### config.mk
export PLATFORM = sky130hd
export DESIGN_NAME = fmul_share_ctrl
export DESIGN_NICKNAME = d
export VERILOG_FILES = /design/src/rtl/fmul_share_ctrl.sv
export SDC_FILE = /design/constraint.sdc
export NUM_CORES = 1
export LEC_CHECK = 0
export CORE_MARGIN = 5
export CORE_UTILIZATION = 30
export DETAILED_ROUTE_END_ITERATION = 10
export MAX_ROUTING_LAYER = met4
export PLACE_DENSITY = 0.9
export SLEW_MARGIN = 20
export SYNTH_ARGS = -nofsm -noshare
export SYNTH_HDL_FRONTEND = slang
export SYNTH_SLANG_ARGS = --single-unit
### constraint.sdc
create_clock -name clk -period 2.45 [get_ports clk]
set_clock_uncertainty 0.1 [all_clocks]
set_input_delay 0.245 -clock clk [delete_from_list [all_inputs] [get_ports clk]]
set_output_delay 0.245 -clock clk [all_outputs]
set_load 0.05 [all_outputs]
### src/rtl/fmul_share_ctrl.sv
// Arbiter and pipeline-occupancy controller sharing one fmul unit
// among NREQ requesters, with per-stage stall enables and a flush.
module fmul_share_ctrl #(
    parameter int EXPWIDTH  = 5,
    parameter int PRECISION = 11,
    parameter int LAT       = 3,
    parameter int NREQ      = 2,
    localparam int W        = EXPWIDTH + PRECISION
) (
    input  logic                clk,
    input  logic                rst_n,
    input  logic [NREQ-1:0]     req_valid_i,
    output logic [NREQ-1:0]     req_ready_o,
    input  logic [NREQ*W-1:0]   req_a_i,
    input  logic [NREQ*W-1:0]   req_b_i,
    input  logic [NREQ*3-1:0]   req_rm_i,
    input  logic                flush_i,
    output logic                mul_valid_o,
    output logic [W-1:0]        mul_a_o,
    output logic [W-1:0]        mul_b_o,
    output logic [2:0]          mul_rm_o,
    output logic [LAT-1:0]      stage_en_o,
    input  logic [W-1:0]        mul_result_i,
    input  logic [4:0]          mul_fflags_i,
    output logic [NREQ-1:0]     rsp_valid_o,
    input  logic [NREQ-1:0]     rsp_ready_i,
    output logic [W-1:0]        rsp_data_o,
    output logic [4:0]          rsp_fflags_o,
    output logic                busy_o,
    output logic [15:0]         stall_cnt_o
);

    localparam int IDW = (NREQ > 1) ? $clog2(NREQ) : 1;

    logic [LAT-1:0] vld;
    logic [LAT-1:0] adv;
    logic [IDW-1:0] id [LAT];
    logic [IDW-1:0] rr;
    logic [IDW-1:0] grant;
    logic [IDW-1:0] cand;
    logic           gnt_vld;
    logic           issue;
    logic [15:0]    stall_cnt;

    // A stage may load when empty or when its successor moves on.
    always_comb begin
        adv = '0;
        adv[LAT-1] = !vld[LAT-1] | rsp_ready_i[id[LAT-1]];
        for (int k = LAT-2; k >= 0; k--) begin
            adv[k] = !vld[k] | adv[k+1];
        end
    end

    // Scan downward so the candidate closest to rr is the last to win.
    always_comb begin
        grant   = '0;
        gnt_vld = 1'b0;
        cand    = '0;
        for (int j = NREQ-1; j >= 0; j--) begin
            cand = IDW'((int'(rr) + j) % NREQ);
            if (req_valid_i[cand]) begin
                grant   = cand;
                gnt_vld = 1'b1;
            end
        end
    end

    assign issue = gnt_vld & adv[0] & !flush_i & rst_n;

    always_comb begin
        for (int i = 0; i < NREQ; i++) begin
            req_ready_o[i] = issue & (grant == IDW'(i));
        end
    end

    always_comb begin
        mul_valid_o = issue;
        mul_a_o     = '0;
        mul_b_o     = '0;
        mul_rm_o    = '0;
        if (issue) begin
            mul_a_o  = req_a_i[int'(grant)*W +: W];
            mul_b_o  = req_b_i[int'(grant)*W +: W];
            mul_rm_o = req_rm_i[int'(grant)*3 +: 3];
        end
    end

    assign stage_en_o = adv & {LAT{!flush_i}};

    always_comb begin
        for (int i = 0; i < NREQ; i++) begin
            rsp_valid_o[i] = vld[LAT-1] & (id[LAT-1] == IDW'(i));
        end
    end

    assign rsp_data_o   = vld[LAT-1] ? mul_result_i : '0;
    assign rsp_fflags_o = vld[LAT-1] ? mul_fflags_i : '0;
    assign busy_o       = |vld;
    assign stall_cnt_o  = stall_cnt;

    always_ff @(posedge clk or negedge rst_n) begin
        if (!rst_n) begin
            vld       <= '0;
            rr        <= '0;
            stall_cnt <= '0;
            for (int k = 0; k < LAT; k++) begin
                id[k] <= '0;
            end
        end else begin
            if (vld[LAT-1] && !adv[LAT-1] && stall_cnt != 16'hFFFF) begin
                stall_cnt <= stall_cnt + 16'd1;
            end
            if (flush_i) begin
                vld <= '0;
            end else begin
                if (adv[0]) begin
                    vld[0] <= issue;
                    id[0]  <= grant;
                end
                for (int k = 1; k < LAT; k++) begin
                    if (adv[k]) begin
                        vld[k] <= vld[k-1];
                        id[k]  <= id[k-1];
                    end
                end
                if (issue) begin
                    rr <= (grant == IDW'(NREQ-1)) ? '0 : grant + 1'b1;
                end
            end
        end
    end

endmodule

==> impl_metrics.json, run 1 <==
{
  "cts_resized": 0,
  "antenna_left": 0,
  "critPathRequiredTime_ns": 2.11,
  "max_freq_ghz": 0.449,
  "utilization_pct": 69.7,
  "met3_usage_pct": 4.89,
  "clkSinkCount": 23,
  "drtIter0Drc": 103,
  "worst-setup-path-type": "flip-flop to output pin",
  "core_sq_um": 5920,
  "fin_crit_ns": 2.22,
  "met2_usage_pct": 34.0,
  "start_kind": "flip-flop",
  "slew_headroom_pct": 65.0,
  "synth_nets": 321,
  "port_buffers": 178,
  "dp.cells": 464,
  "hold_buffers": 0,
  "crit_fanout": 27,
  "r2r_end": "stall_cnt_o[13]",
  "hold_viol": 0,
  "rsz0062_at_grt": "no",
  "viasPerCell": 5.09,
  "io_pins": 179,
  "netlist-cell-type-count": 40,
  "power_density_nw_per_um2": 365,
  "fin_nets": 493,
  "grt_pass1_wl_mm": 11.1,
  "antenna_found_initial": 0,
  "syn2layout_area_growth_pct": 126,
  "finalSetupTns_ns": 0,
  "syn_inst": 222,
  "rr_startpoint": "stall_cnt_o[0]",
  "ys.flop_type": "dfrtp_1",
  "ctsLongestPathBuffers": 2,
  "synth-edff-count": 0,
  "ff2ff_setup_slack_ns": 0.46,
  "grt-busiest-layer": "met2",
  "final-max-slew-violation-count": 0,
  "grt_max_degree": 44,
  "antenna_cells": 0,
  "drt_wl_total_mm": 7.57,
  "root_buffer": "clkbuf_8",
  "drt_first_pass_iters": 4,
  "r2r_cells": 5,
  "finalSetupViolations": 0,
  "grtUsageMet1_pct": 20.4,
  "crit_arrival_ns": 1.88,
  "cts-buffers-inserted": 3,
  "syn_area_sq_um": 1820,
  "die_x_um": 88.0,
  "vias": 2383,
  "fp.dieH_um": 88.0,
  "post-route-drc-count": 0,
  "synth_warnings": 0,
  "grt_util_all_layers_pct": 18.6,
  "vdd_drop_max_v": 0.000366,
  "grt-ovfl-total": 0,
  "cts_tree": "yes",
  "yosysMostFrequentCell": "nor2_1",
  "leakage_nw": 1.63,
  "fp-row-count": 28,
  "period_share_pct": 90.8,
  "grt_pass1_vias": 2298,
  "synth_largest_area_cell": "dfrtp_1",
  "start_util_pct": 30.8,
  "route.detailed.wl_per_inst_um": 16.2,
  "hpwlAfterDp_mm": 6.37,
  "clk-insertion-delay-late_ns": 0.26,
  "worstSetupEndpointType": "output pin",
  "avgSynthCellArea_sq_um": 8.21,
  "fin_cells": 468,
  "synth_common_cells": "nor2_1, a22oi_1, and2_1, dfrtp_1, nand2_1",
  "ys_seq_area_share_pct": 31.6,
  "cts_max_level": 1,
  "synth-seq-cells": 23,
  "status": "finished clean",
  "postCtsSetupRepairBufs": 0,
  "cap_violations": 0,
  "die-area_sq_um": 7740,
  "synth.top_cells.by_area": "dfrtp_1, a22oi_1, nor2_1, and2_1, nand2_1",
  "drive_above_1_share_pct": 17.0,
  "hp-class": "input port to async pin",
  "async_flop_share_pct": 100,
  "worst-slew-pin-transition_ns": 0.523,
  "clk_pin_slew_ns": 0.09,
  "yosysTopAreaCellShare_pct": 31.6,
  "place.gp.congestion": 0.864
}
through the flow:
step                setup WS [ns]  power [mW]  hold WS (ns)  cell area, sq um
floorplan                   0.230       0.855        -0.151              1820
global placement            0.346        1.27         0.361              4080
detailed placement          0.312        1.28         0.375              4080
CTS                        0.0985        1.52         0.369              4120
global route                0.148        1.58         0.397              4120
finish                      0.225        1.51         0.344              4120
cell families (layout without fill, tap and decap cells):
family          Yosys count  after routing  synth area share [%]
buf+inv                  19            190                  4.60
xor+xnor                 10             10                  4.80
mux                       6              6                  3.77
simple gates            109            109                  32.3
fa+ha+maj                 1              1                 0.686
flops                    23             23                  31.6
compound gates           54             54                  22.2
area by class of cell:
type                       instances  area (sq um)
sequential                        23           577
inverter                           3          11.3
clock buffer                       3          41.3
clock inverter                     1          5.00
multi-input combinational        180          1170
timing repair buffer             183          2230
tap                               75          93.8
fill                             432          1800
where the power goes:
part           internal [mW]  switching (mW)  total, mW
combinational          0.393           0.408      0.800
sequential             0.415          0.0548      0.470
clock                  0.113           0.122      0.235
total                  0.921           0.584       1.51
critical path: stages, from the launching register on:
cell	delay (ns)
dfrtp_2	0.53
or3_1	0.38
clkdlybuf4s50_1	0.71
worst max-delay path by stage:
stage | start | to | slack [ns] | depth (start not counted)
floorplan | id[0] | id[1] | 0.23 | 4
global placement | rst_n | mul_a_o[12] | 0.35 | 7
detailed placement | rst_n | mul_a_o[12] | 0.31 | 7
CTS | vld[2] | rsp_data_o[4] | 0.1 | 2
global route | vld[2] | busy_o | 0.15 | 2
finish | vld[2] | busy_o | 0.23 | 2
registers in the layout (all words and copies together), names as in the netlist:
| signal | cells |
|---|---|
| rr | 1 |
| id | 3 |
| stall_cnt_o | 16 |
| vld | 3 |
layout by cell type, fill, tap and decap left out, types with 4 or more instances in the layout:
| cell type | synthesis | final |
|---|---|---|
| buf_12 | 0 | 41 |
| clkdlybuf4s50_1 | 0 | 137 |
| nor2_1 | 41 | 41 |
| dfrtp_1 | 23 | 22 |
| and2_1 | 23 | 23 |
| nand2_1 | 12 | 12 |
| buf_4 | 1 | 5 |
| xnor2_1 | 5 | 5 |
| a21oi_1 | 4 | 4 |
| nand3_1 | 8 | 8 |
| xor2_1 | 5 | 5 |
| a22oi_1 | 35 | 35 |
per-layer routing:
layer	up-vias	share of wire, %
met5	-	0
met4	0	0.59
li1	1147	-
met1	1091	35
met2	141	53
met3	4	11
Note: power is estimated with default switching activity, not from simulation.
==> run 2, diff against run 1 <==
TNS_END_PERCENT = 20   (was unset)
==> results of run 2 <==
No change in the layout: final DEF, timing and power equal those of run 1.
==> run 3, diff against run 2 <==
GPL_ROUTABILITY_DRIVEN = 0   (was unset)
REMOVE_ABC_BUFFERS = 1   (was unset)
==> impl_metrics.json, run 3 (synthesis results as in run 1) <==
{
  "die_x_um": 88.0,
  "hp-class": "input port to async pin",
  "slew_headroom_pct": 64.0,
  "final_common_cell": "clkdlybuf4s50_1",
  "vdd_drop_max_v": 0.000242,
  "antenna_left": 0,
  "critical_path.startpoint": "vld[2]",
  "fp-row-count": 28,
  "drive_above_1_share_pct": 17.0,
  "r2r_end": "stall_cnt_o[13]",
  "grt_pass1_wl_mm": 11.4,
  "fin_crit_ns": 2.23,
  "cts_tree": "yes",
  "rsz0062_at_grt": "no",
  "rr_startpoint": "stall_cnt_o[0]",
  "worstSetupEndpointType": "output pin",
  "power_mw": 1.51,
  "leakage_nw": 1.63,
  "hpwlAfterDp_mm": 6.73,
  "core_sq_um": 5920,
  "num-fill-cells": 437,
  "start_kind": "flip-flop",
  "antenna_found_initial": 0,
  "fp.dieH_um": 88.0,
  "grtUsageMet1_pct": 21.2,
  "drt_wl_total_mm": 7.99,
  "grt_max_degree": 44,
  "largest_reg_flops": 16,
  "route.detailed.wl_per_inst_um": 17.1,
  "worst-setup-path-type": "flip-flop to output pin",
  "drt_first_pass_iters": 4,
  "grt_pass1_vias": 2279,
  "clk-insertion-delay-late_ns": 0.26,
  "final_cell_mix": "clkdlybuf4s50_1, nor2_1, buf_12",
  "viasPerCell": 5.10,
  "ff2ff_setup_slack_ns": 0.45,
  "max_freq_ghz": 0.448,
  "finalSetupTns_ns": 0,
  "cap_violations": 0,
  "crit_fanout": 27,
  "power_density_nw_per_um2": 366,
  "utilization_pct": 69.7,
  "root_buffer": "clkbuf_8",
  "grt_util_all_layers_pct": 19.4,
  "fin_nets": 493,
  "syn2layout_area_growth_pct": 126,
  "cts_max_level": 1,
  "antenna_cells": 0,
  "met2_usage_pct": 35.2,
  "worst-slew-pin-transition_ns": 0.538,
  "clkSinkCount": 23,
  "final-max-slew-violation-count": 0,
  "drtIter0Drc": 141,
  "r2r_cells": 5,
  "cts-buffers-inserted": 3,
  "start_util_pct": 30.8,
  "status": "finished clean",
  "hold_buffers": 0,
  "finalSetupViolations": 0,
  "port_buffers": 178,
  "crit_end": "busy_o",
  "die-area_sq_um": 7740,
  "grt-busiest-layer": "met2",
  "vias": 2385,
  "clk_pin_slew_ns": 0.08,
  "grt-ovfl-total": 0,
  "period_share_pct": 91.2,
  "critPathRequiredTime_ns": 2.11,
  "hold_viol": 0,
  "timing.hold.ws_ns": 0.0851,
  "ctsLongestPathBuffers": 2,
  "postCtsSetupRepairBufs": 0,
  "io_pins": 179,
  "crit_arrival_ns": 1.89,
  "met3_usage_pct": 5.08,
  "post-route-drc-count": 0
}
==> run 3: cell counts in the layout (fill, tap and decap cells not counted) <==
Identical to the previous run, type by type.
==> run 3: timing repair <==
item | CTS | global route
hold endpoints to repair | 0 | 0
resized for setup | 0 | 1
endpoints found under the setup margin | 0 | 24
==> run 3: how the worst min path moves through the flow <==
stage	from	end	cells past startpoint
after global placement	rst_n	rr	1
after global routing	rst_n	rr	1
after CTS	rst_n	rr	1
after floorplan	rst_n	id[0]	0
final	rst_n	rr	1
after detailed placement	rst_n	rr	1
==> run 3: report_power, final <==
| part | total [mW] | leakage (nW) | switching, mW | internal (mW) |
|---|---|---|---|---|
| logic | 0.805 | 1.31 | 0.412 | 0.393 |
| registers | 0.469 | 0.293 | 0.0541 | 0.415 |
| clock network | 0.234 | 0.0255 | 0.121 | 0.113 |
| total | 1.51 | 1.63 | 0.587 | 0.921 |
==> run 3: cell type report <==
class	instances	area (sq um)	share of cell area, %
clock buffer	3	41.3	1.00
clock inverter	1	5.00	0.121
inverter	3	11.3	0.273
multi-input combinational	180	1170	28.3
sequential	23	577	14.0
tap	75	93.8	2.28
timing repair buffer	183	2230	54.1
==> run 3: through the flow <==
| step | instances | setup WS, ns | instance area [sq um] |
|---|---|---|---|
| 2_1_floorplan | 206 | -0.539 | 1750 |
| 3_3_place_gp | 464 | 0.369 | 4080 |
| 3_5_place_dp | 464 | 0.270 | 4080 |
| 4_1_cts | 468 | 0.0518 | 4120 |
| 5_1_grt | 468 | 0.115 | 4120 |
| 6_report | 468 | 0.216 | 4120 |
==> run 3: critical path, cell delays in order, from the launching register on <==
cell	delay, ns
dfrtp_2	0.53
or3_1	0.38
clkdlybuf4s50_1	0.71
==> run 3: metal layers <==
layer / up-vias / wire (um)
met5: - / 0
met3: 12 / 841
met2: 134 / 4410
met4: 0 / 102
met1: 1096 / 2640
li1: 1143 / -
